**src/rtl/ysyx_23060187_mem_pkg.sv**
```systemverilog
// Shared encodings for the IFU/LSU memory arbiter and the LSU store-mask logic.
package ysyx_23060187_mem_pkg;

  // Arbiter transaction phases
  typedef enum logic [1:0] {
    IDLE = 2'd0,
    REQ  = 2'd1,
    RESP = 2'd2
  } mem_state_e;

  // Which requester owns the in-flight (or most recent) transaction
  typedef enum logic {
    OWN_IFU = 1'b0,
    OWN_LSU = 1'b1
  } mem_owner_e;

  // Byte masks for sb/sh/sw on a 32-bit data path
  localparam logic [3:0] MASK_B = 4'h1;
  localparam logic [3:0] MASK_H = 4'h3;
  localparam logic [3:0] MASK_W = 4'hF;

endpackage

```
**src/rtl/ysyx_23060187_wdog_cnt.sv**
```systemverilog
// Transaction watchdog: counts busy cycles and flags expiry once TIMEOUT is reached.
// TIMEOUT = 0 disables the watchdog entirely.
module ysyx_23060187_wdog_cnt
  import ysyx_23060187_mem_pkg::*;
#(
  parameter int unsigned TIMEOUT = 256
) (
  input  logic clk_i,
  input  logic rst_i,
  input  logic clear_i,
  input  logic en_i,
  output logic expire_o
);

  localparam int unsigned CntW    = (TIMEOUT > 1) ? $clog2(TIMEOUT) : 1;
  localparam bit          Enabled = (TIMEOUT != 0);
  // Expire while the counter is about to step onto TIMEOUT
  localparam logic [CntW-1:0] LastCnt = CntW'((TIMEOUT > 0) ? TIMEOUT - 1 : 0);

  logic [CntW-1:0] cnt_q;

  // Busy-cycle counter, restarted on every accepted request
  always_ff @(posedge clk_i or posedge rst_i) begin
    if (rst_i) begin
      cnt_q <= '0;
    end else if (clear_i) begin
      cnt_q <= '0;
    end else if (en_i) begin
      cnt_q <= cnt_q + CntW'(1);
    end
  end

  assign expire_o = Enabled && en_i && (cnt_q == LastCnt);

endmodule

```
**src/rtl/ysyx_23060187_mem_arbiter.sv**
```systemverilog
// Shares one memory port between instruction fetch and the load/store unit.
// One outstanding transaction, round-robin on ties, registered request fields,
// response routed back to the owner, watchdog abort with sticky error flag.
module ysyx_23060187_mem_arbiter
  import ysyx_23060187_mem_pkg::*;
#(
  parameter int unsigned ADDR_W  = 32,
  parameter int unsigned DATA_W  = 32,
  parameter int unsigned TIMEOUT = 256
) (
  input  logic                clk,
  input  logic                rst,
  // instruction fetch
  input  logic                ifu_req_valid,
  output logic                ifu_req_ready,
  input  logic [ADDR_W-1:0]   ifu_addr,
  output logic                ifu_resp_valid,
  output logic [DATA_W-1:0]   ifu_rdata,
  // load/store unit
  input  logic                lsu_req_valid,
  output logic                lsu_req_ready,
  input  logic                lsu_wen,
  input  logic [ADDR_W-1:0]   lsu_addr,
  input  logic [DATA_W-1:0]   lsu_wdata,
  input  logic [DATA_W/8-1:0] lsu_wmask,
  output logic                lsu_resp_valid,
  output logic [DATA_W-1:0]   lsu_rdata,
  // memory side
  output logic                mem_req_valid,
  input  logic                mem_req_ready,
  output logic                mem_wen,
  output logic [ADDR_W-1:0]   mem_addr,
  output logic [DATA_W-1:0]   mem_wdata,
  output logic [DATA_W/8-1:0] mem_wmask,
  input  logic                mem_resp_valid,
  input  logic [DATA_W-1:0]   mem_rdata,
  output logic                err
);

  mem_state_e state_q, state_d;
  mem_owner_e owner_q, owner_d;

  logic grant_ifu, grant_lsu, accept;
  logic resp_fire, timeout_fire, done;
  logic wdog_en, wdog_expire;
  logic [DATA_W-1:0] done_data;

  logic                mem_wen_q;
  logic [ADDR_W-1:0]   mem_addr_q;
  logic [DATA_W-1:0]   mem_wdata_q;
  logic [DATA_W/8-1:0] mem_wmask_q;
  logic                ifu_resp_valid_q, lsu_resp_valid_q;
  logic [DATA_W-1:0]   ifu_rdata_q, lsu_rdata_q;
  logic                err_q;

  // Grant in IDLE only; on a tie the requester that did not own the last transaction wins
  always_comb begin
    grant_ifu = 1'b0;
    grant_lsu = 1'b0;
    if (!rst && state_q == IDLE) begin
      if (ifu_req_valid && lsu_req_valid) begin
        if (owner_q == OWN_LSU) grant_ifu = 1'b1;
        else                    grant_lsu = 1'b1;
      end else begin
        grant_ifu = ifu_req_valid;
        grant_lsu = lsu_req_valid;
      end
    end
  end

  assign ifu_req_ready = grant_ifu;
  assign lsu_req_ready = grant_lsu;
  assign accept        = grant_ifu | grant_lsu;

  // Next state, owner, and completion strobes
  always_comb begin
    state_d      = state_q;
    owner_d      = owner_q;
    resp_fire    = 1'b0;
    timeout_fire = 1'b0;
    unique case (state_q)
      IDLE: begin
        if (accept) begin
          state_d = REQ;
          owner_d = grant_ifu ? OWN_IFU : OWN_LSU;
        end
      end
      REQ: begin
        if (wdog_expire) begin
          state_d      = IDLE;
          timeout_fire = 1'b1;
        end else if (mem_req_ready) begin
          state_d = RESP;
        end
      end
      RESP: begin
        // A real response in the expiry cycle still wins over the abort
        if (mem_resp_valid) begin
          state_d   = IDLE;
          resp_fire = 1'b1;
        end else if (wdog_expire) begin
          state_d      = IDLE;
          timeout_fire = 1'b1;
        end
      end
      default: state_d = IDLE;
    endcase
  end

  // FSM and owner registers
  always_ff @(posedge clk or posedge rst) begin
    if (rst) begin
      state_q <= IDLE;
      owner_q <= OWN_LSU;
    end else begin
      state_q <= state_d;
      owner_q <= owner_d;
    end
  end

  // Latch the granted request; fields stay put until the next accept
  always_ff @(posedge clk or posedge rst) begin
    if (rst) begin
      mem_wen_q   <= 1'b0;
      mem_addr_q  <= '0;
      mem_wdata_q <= '0;
      mem_wmask_q <= '0;
    end else if (grant_lsu) begin
      mem_wen_q   <= lsu_wen;
      mem_addr_q  <= lsu_addr;
      mem_wdata_q <= lsu_wdata;
      mem_wmask_q <= lsu_wmask;
    end else if (grant_ifu) begin
      mem_wen_q   <= 1'b0;
      mem_addr_q  <= ifu_addr;
      mem_wdata_q <= '0;
      mem_wmask_q <= '0;
    end
  end

  assign done      = resp_fire | timeout_fire;
  assign done_data = resp_fire ? mem_rdata : '0;

  // Route completion to the owner; the other side keeps its last read data
  always_ff @(posedge clk or posedge rst) begin
    if (rst) begin
      ifu_resp_valid_q <= 1'b0;
      lsu_resp_valid_q <= 1'b0;
      ifu_rdata_q      <= '0;
      lsu_rdata_q      <= '0;
      err_q            <= 1'b0;
    end else begin
      ifu_resp_valid_q <= done && (owner_q == OWN_IFU);
      lsu_resp_valid_q <= done && (owner_q == OWN_LSU);
      if (done && owner_q == OWN_IFU) ifu_rdata_q <= done_data;
      if (done && owner_q == OWN_LSU) lsu_rdata_q <= done_data;
      if (timeout_fire) err_q <= 1'b1;
    end
  end

  assign wdog_en = (state_q == REQ) || (state_q == RESP);

  ysyx_23060187_wdog_cnt #(
    .TIMEOUT(TIMEOUT)
  ) u_wdog (
    .clk_i   (clk),
    .rst_i   (rst),
    .clear_i (accept),
    .en_i    (wdog_en),
    .expire_o(wdog_expire)
  );

  assign mem_req_valid  = (state_q == REQ);
  assign mem_wen        = mem_wen_q;
  assign mem_addr       = mem_addr_q;
  assign mem_wdata      = mem_wdata_q;
  assign mem_wmask      = mem_wmask_q;
  assign ifu_resp_valid = ifu_resp_valid_q;
  assign lsu_resp_valid = lsu_resp_valid_q;
  assign ifu_rdata      = ifu_rdata_q;
  assign lsu_rdata      = lsu_rdata_q;
  assign err            = err_q;

endmodule

```
**config.mk**
```make
export PLATFORM = sky130hd
export DESIGN_NAME = ysyx_23060187_mem_arbiter
export DESIGN_NICKNAME = d
export VERILOG_FILES = /design/src/rtl/ysyx_23060187_mem_pkg.sv /design/src/rtl/ysyx_23060187_wdog_cnt.sv /design/src/rtl/ysyx_23060187_mem_arbiter.sv
export SDC_FILE = /design/constraint.sdc
export NUM_CORES = 1
export LEC_CHECK = 0
export CORE_ASPECT_RATIO = 1.75
export CORE_UTILIZATION = 30
export DETAILED_ROUTE_END_ITERATION = 10
export HOLD_SLACK_MARGIN = 0.02
export PLACE_DENSITY = 0.71
export SLEW_MARGIN = 0
export SYNTH_ARGS = -nofsm -noshare
export SYNTH_HDL_FRONTEND = slang
export SYNTH_HIERARCHICAL = 1
export SYNTH_SLANG_ARGS = --single-unit
export TNS_END_PERCENT = 100
```
**constraint.sdc**
```tcl
create_clock -name clk -period 4.7 [get_ports clk]
set_input_delay 0.47 -clock clk [delete_from_list [all_inputs] [get_ports clk]]
set_output_delay 0.47 -clock clk [all_outputs]
set_load 0.05 [all_outputs]
```
# Yosys cells after proc, flatten, opt, wreduce, memory -nomap -nowiden
# Index checks and enable logic that the tools add are counted.
[classes]
addsub = 1
n_mul = 0
n_div = 0
n_lt_le_gt_ge = 0
eq_ne = 6
shift = 0
muxes = 29
n_bitwise = 3
n_reduce_logical = 12
[ops]
columns = ["cell", "n"]
rows = [
  ["2-to-1 mux 32 bit", 5],
  ["2-to-1 mux 8 bit", 2],
  ["2-to-1 mux 1 bit", 13],
  ["2-to-1 mux 2 bit", 5],
  ["adder 8 x 1 -> 8 bit, second input constant", 1],
  ["equality test 8 bit, second input constant", 1],
  ["2-to-1 mux 4 bit", 2],
  ["one-hot mux 2 bit (3 select lines)", 1],
  ["logical AND 1 bit", 5],
  ["nonzero test 2 bit", 2],
  ["inequality test 3 x 1 -> 1 bit, second input constant", 1],
  ["inequality test 3 x 2 -> 1 bit, second input constant", 1],
  ["AND reduction 3 bit", 1],
  ["equality test 2 x 1 -> 1 bit, second input constant", 1],
  ["equality test 2 bit, second input constant", 1],
  ["logical NOT 2 bit", 1],
  ["inequality test 2 bit, second input constant", 1],
  ["bitwise OR 1 bit", 2],
  ["one-hot mux 1 bit (2 select lines)", 1],
  ["AND reduction 2 bit", 1],
  ["logical NOT 1 bit", 1],
  ["logical OR 1 bit", 1],
  ["inverter 1 bit", 1],
]
[totals]
regBits = 147
latch_bits = 0
mem_bits_rw = 0
rom_bits = 0
in_bits = 139
out_inout_bits = 139
elab_cells = 63
memories = 0

# Depth between registers and ports, before layout
[logic_depth]
depth_word = 8
mapped_depth = 11
ltp_nobuf = 8

# By module
# The synthesis kept the hierarchy.
[by_module_without_submodules]
columns = ["mod", "instances", "cells_per_inst", "area_each_um2", "seq_area_each_um2"]
rows = [
  ["ysyx_23060187_mem_arbiter", 1, 439, 5357.6, 3479.6],
  ["ysyx_23060187_wdog_cnt", 1, 41, 419.2, 200.2],
]

# Worst setup path before layout
# No wires, ideal clock.
[synth_path]
path_type = "reg-to-reg"
start = "reg state_q[0]"
end = "reg ifu_rdata_q[10], in the netlist ifu_rdata[10]"
setup_ns = 0.121
arrival_time_ns = 2.164
t_required_ns = 4.579
slack_ns = 2.415
path_stages_with_launch = 12
path_buffers = 3
period_less_slack_ns = 2.285
path_cell_list = "dfrtp_1 -> inv_1 -> ha_1 -> buf_4 -> nand3_1 -> nor3_1 -> a21o_1 -> a32oi_1 -> or2_1 -> buf_6 -> buf_6 -> a22o_1"
[synth_via]
elab_chain_cells = 8
elab_cells_between_ends = 11
classes_between = "2 x eq/ne; 5 x mux; 1 x bitwise; 3 x reduce/logical"
[synth_lines]
columns = ["item", "line", "source"]
rows = [
  ["from (decl)", "ysyx_23060187_mem_arbiter.sv:40", "mem_state_e state_q, state_d;"],
  ["from (signal assigned)", "ysyx_23060187_mem_arbiter.sv:116", "state_q <= state_d;"],
  ["equality test 2 x 1 -> 1 bit or equality test 2 bit (tied branches)", "ysyx_23060187_mem_arbiter.sv:161", "assign wdog_en = (state_q == REQ) || (state_q == RESP);"],
  ["logical OR 1 bit (*)", "ysyx_23060187_mem_arbiter.sv:161", ""],
  ["named net wdog_en", "ysyx_23060187_mem_arbiter.sv:45", "logic wdog_en, wdog_expire;"],
  ["logical AND 1 bit (*)", "ysyx_23060187_wdog_cnt.sv:33", "assign expire_o = Enabled && en_i && (cnt_q == LastCnt);"],
  ["named net wdog_expire", "ysyx_23060187_mem_arbiter.sv:45", ""],
  ["2-to-1 mux 1 bit (*)", "ysyx_23060187_mem_arbiter.sv:89, ysyx_23060187_mem_arbiter.sv:101", ""],
  ["2-to-1 mux 1 bit", "ysyx_23060187_mem_arbiter.sv:98", "if (mem_resp_valid) begin"],
  ["one-hot mux 1 bit (2 select lines) (*)", "ysyx_23060187_mem_arbiter.sv:81", "unique case (state_q)"],
  ["bitwise OR 1 bit (*)", "ysyx_23060187_mem_arbiter.sv:141", "assign done = resp_fire | timeout_fire;"],
  ["logical AND 1 bit (*)", "ysyx_23060187_mem_arbiter.sv:155", "if (done && owner_q == OWN_IFU) ifu_rdata_q <= done_data;"],
  ["to (signal assigned)", "ysyx_23060187_mem_arbiter.sv:155", ""],
  ["to (decl)", "ysyx_23060187_mem_arbiter.sv:53", "logic [DATA_W-1:0] ifu_rdata_q, lsu_rdata_q;"],
]
# The timed path passes the listed nets; every way through them passes the cells marked *.
# A chain may end at the register's enable or synchronous reset.

# Worst setup path after layout
[layout_path]
start = "in rst"
end = "out ifu_req_ready"
[layout_via]
elab_chain_cells = 3
[layout_lines]
columns = ["item", "line", "source"]
rows = [
  ["from (decl)", "ysyx_23060187_mem_arbiter.sv:12", "input logic rst,"],
  ["logical NOT 1 bit (no source line)", "-", ""],
  ["logical AND 1 bit", "ysyx_23060187_mem_arbiter.sv:60", "if (!rst && state_q == IDLE) begin"],
  ["2-to-1 mux 1 bit", "ysyx_23060187_mem_arbiter.sv:60", ""],
  ["to (decl)", "ysyx_23060187_mem_arbiter.sv:15", "output logic ifu_req_ready,"],
]
# No other way between the ends.

==> results by group <==
Run status
  • Outcome: completed

Logic synthesis
  • Post-Synth XOR/XNOR Area: 0.6065%
  • Post-synthesis adder-cell area fraction: 1.083%
  • Cell with the most instances after synthesis: dfrtp_1
  • Post-Synth Simple-Gate Area: 7.018%
  • Top post-synthesis cells by count: dfrtp_1, a22o_1, a21oi_1, nand2_1, nor2_1
  • Post-synth EDFFs: 0
  • Synth Instances: 480
  • Sequential element share of the synthesized area: between 60% and 70%
  • Unique masters post-synth: 37
  • Synth top area cells: dfrtp_1, a22o_1, a21oi_1
  • Multiplexer area fraction after synthesis: 0.5415%
  • Synth area leader: dfrtp_1
  • Mapped Nets: 624
  • Main combinational cell family by area after synthesis: compound AO/OA/AOI/OAI gates
  • Synth top area share: around 63%
  • Top FF cell, synth: dfrtp_1
  • Yosys warning total: 6
  • Syn Std Cell Area: 0.005777 mm2
  • Synth Register Bits: 147
  • Avg Inst Size Synth: around 12 um2
  • Async SR Flop Fraction: 100.0%
  • Post-synthesis compound-gate area fraction: between 20 and 25%

Power and ir drop
  • Lkg Pwr: 0.004119 uW
  • Pwr per Cell Area: 839.9 mW/mm2
  • Max IR drop VDD: about 0.44 mV
  • Total power draw: a little under 8000 uW

Clock network
  • Clock buffer count from CTS: 17
  • Hold buffers post-CTS: 0
  • CTS clk-pin slew, worst paths: 60 ps
  • H-tree depth: 4
  • Clock Sinks: ~150
  • Post-CTS sizing: 0
  • Clock Path Buffers: 2
  • Clk root buf: clkbuf_16
  • Worst-skew pair later-pin latency: 410 ps
  • TritonCTS clock tree: yes
  • Post-CTS Setup Bufs: 0

STA
  • Endpoints failing hold: 0
  • Setup_tns: 0 ps
  • Least-Margin Pin Slew: about 850 ps
  • Max frequency: approximately 340 MHz
  • Slew margin rel.: 43.65%
  • RSZ-0062 raised after global routing: false
  • # setup viols final: 0
  • Tcrit/Tclk final: about 63%
  • Final Skew: 11.51 ps
  • Final Max Slew Viols: 0
  • Final min period: 2943 ps

Global routing
  • First-pass GRT wire length: 27,880 um
  • Initial antenna violation count: 0
  • GRT Total Usage: 18.56%
  • Pin count of the biggest net entering global routing: 93
  • GR Overflow Total: 0
  • Vias in the first global route: 5,012

Route
  • Post-route antenna net violation count: 0
  • Total wire length: 18,000 um
  • Via-to-Cell Ratio: 4.895
  • DR iter-0 viols: 183
  • # DRC: 0
  • Detailed-router iteration count before antenna repair: 5
  • Post-DR wirelength/cell: 18.02 um
  • DR vias: 4,890

Critical path
  • End of the critical path: ifu_req_ready
  • Critical path capture point type: primary output
  • Crit Path Class: in -> out
  • CP startpoint kind: primary input
  • Required time of the critical path: 4230 ps
  • Peak fanout along the critical path: 3
  • Reg2reg setup slack: 1970 ps
  • Reg-to-Reg Start: state_q[0]$_DFFE_PP0P_
  • R2R Path End: ifu_rdata[5]$_DFFE_PP0P_
  • CP arrival: 2470 ps
  • Worst setup path startpoint: rst
  • Reg2Reg Depth: 9

Floorplan
  • Row cnt: 66
  • Die W: 106.9 um
  • # IOs: 278
  • Die height: 185.6 um
  • Initial core utilization: 30.82%
  • Die area: 0.01984 mm2
  • Core footprint: between 0.015 and 0.02 mm2

Worst hold path
  • Worst hold path class: reg -> reg

Placed design
  • DP Wirelength: ~13,000 um
  • GP Congestion: 0.7508
  • I/O Buffers: between 200 and 300
  • Placed insts: 968

Run
  • Maxcap violations: 0

Cells and area
  • Nets@finish: 893
  • ANT cells: 0
  • Share of cells above drive strength 1: 6.570%
  • Final Non-Filler Cells: around 1,000
  • Register Area: 0.003680 mm2
  • Layout Area Growth over Synthesis: 62.44%
  • FILL cells: 1,685
  • Multi-input combinational cell area: 0.001852 mm2
area by class of cell:
type	instances	area share, %
tap	238	3.173
inverter	10	0.4533
sequential	147	39.21
timing repair buffer	288	30.40
clock inverter	8	1.827
clock buffer	23	5.200
multi-input combinational	285	19.73
placed cells by master, fill, tap and decap left out, types with 4 or more instances in the layout:
master           instances
a21oi_1                 69
a22o_1                 101
buf_4                   12
bufinv_16                5
clkbuf_16               17
clkbuf_8                 4
clkdlybuf4s50_1        276
dfrtp_1                146
ha_1                     5
inv_1                    8
nand2_1                 39
nor2_1                  37
routing by layer:
layer | global-route usage (%) | share of wire, %
met1 | 21.41 | 39
met2 | 31.87 | 52
met3 | 5.252 | 6.3
met4 | 8.000 | 3.0
met5 | 0 | 0
where the power goes:
group | switching, uW | total, uW | leakage [uW] | internal [uW]
sequential | 328 | 2160 | 0.00183 | 1830
clock | 523 | 1520 | 0.000320 | 999
combinational | 2720 | 4200 | 0.00197 | 1480
worst max-delay path: stages:
cell,delay (ps)
clkdlybuf4s50_1,520
and2b_1,360
nand2_1,80
a21oi_1,200
clkdlybuf4s50_1,840
through the flow:
step | hold WS [ps] | cell area [um2] | setup slack, ps | utilization (%)
global route | 504.1 | 9384 | 1645 | 50.06
global placement | 451.2 | 8725 | 1742 | 46.54
detailed placement | 455.7 | 8725 | 1759 | 46.54
CTS | 471.2 | 9384 | 1740 | 50.06
finish | 463.9 | 9384 | 1757 | 50.06
floorplan | 285.7 | 5777 | 507.1 | -
flip-flops by register name, indices dropped and copies added, names as in the netlist:
| register | count |
|---|---|
| mem_addr | 32 |
| state_q | 2 |
| lsu_rdata | 32 |
| ifu_resp_valid | 1 |
| mem_wdata | 32 |
| u_wdog/cnt_q | 8 |
| owner_q | 1 |
| err | 1 |
| mem_wmask | 4 |
| lsu_resp_valid | 1 |
| ifu_rdata | 32 |
| mem_wen | 1 |
cells by family after synthesis:
logic type,Yosys count
buffers and inverters,48
AND/OR/NAND/NOR,94
XOR/XNOR,4
multiplexers,3
AO/OA/AOI/OAI,179
adder cells (fa/ha/maj),5
flip-flops,147
worst min-delay path by stage:
stage                    startpoint                          end  slack (ps)  depth (start not counted)
CTS                 err$_DFFE_PP0P_              err$_DFFE_PP0P_         470                          1
detailed placement  err$_DFFE_PP0P_              err$_DFFE_PP0P_         460                          1
global placement    err$_DFFE_PP0P_              err$_DFFE_PP0P_         450                          1
finish              err$_DFFE_PP0P_              err$_DFFE_PP0P_         460                          1
floorplan                       rst  u_wdog/cnt_q[0]$_DFFE_PP0P_         290                          1
global route        err$_DFFE_PP0P_              err$_DFFE_PP0P_         500                          1
Note: power is estimated with default switching activity, not from simulation.
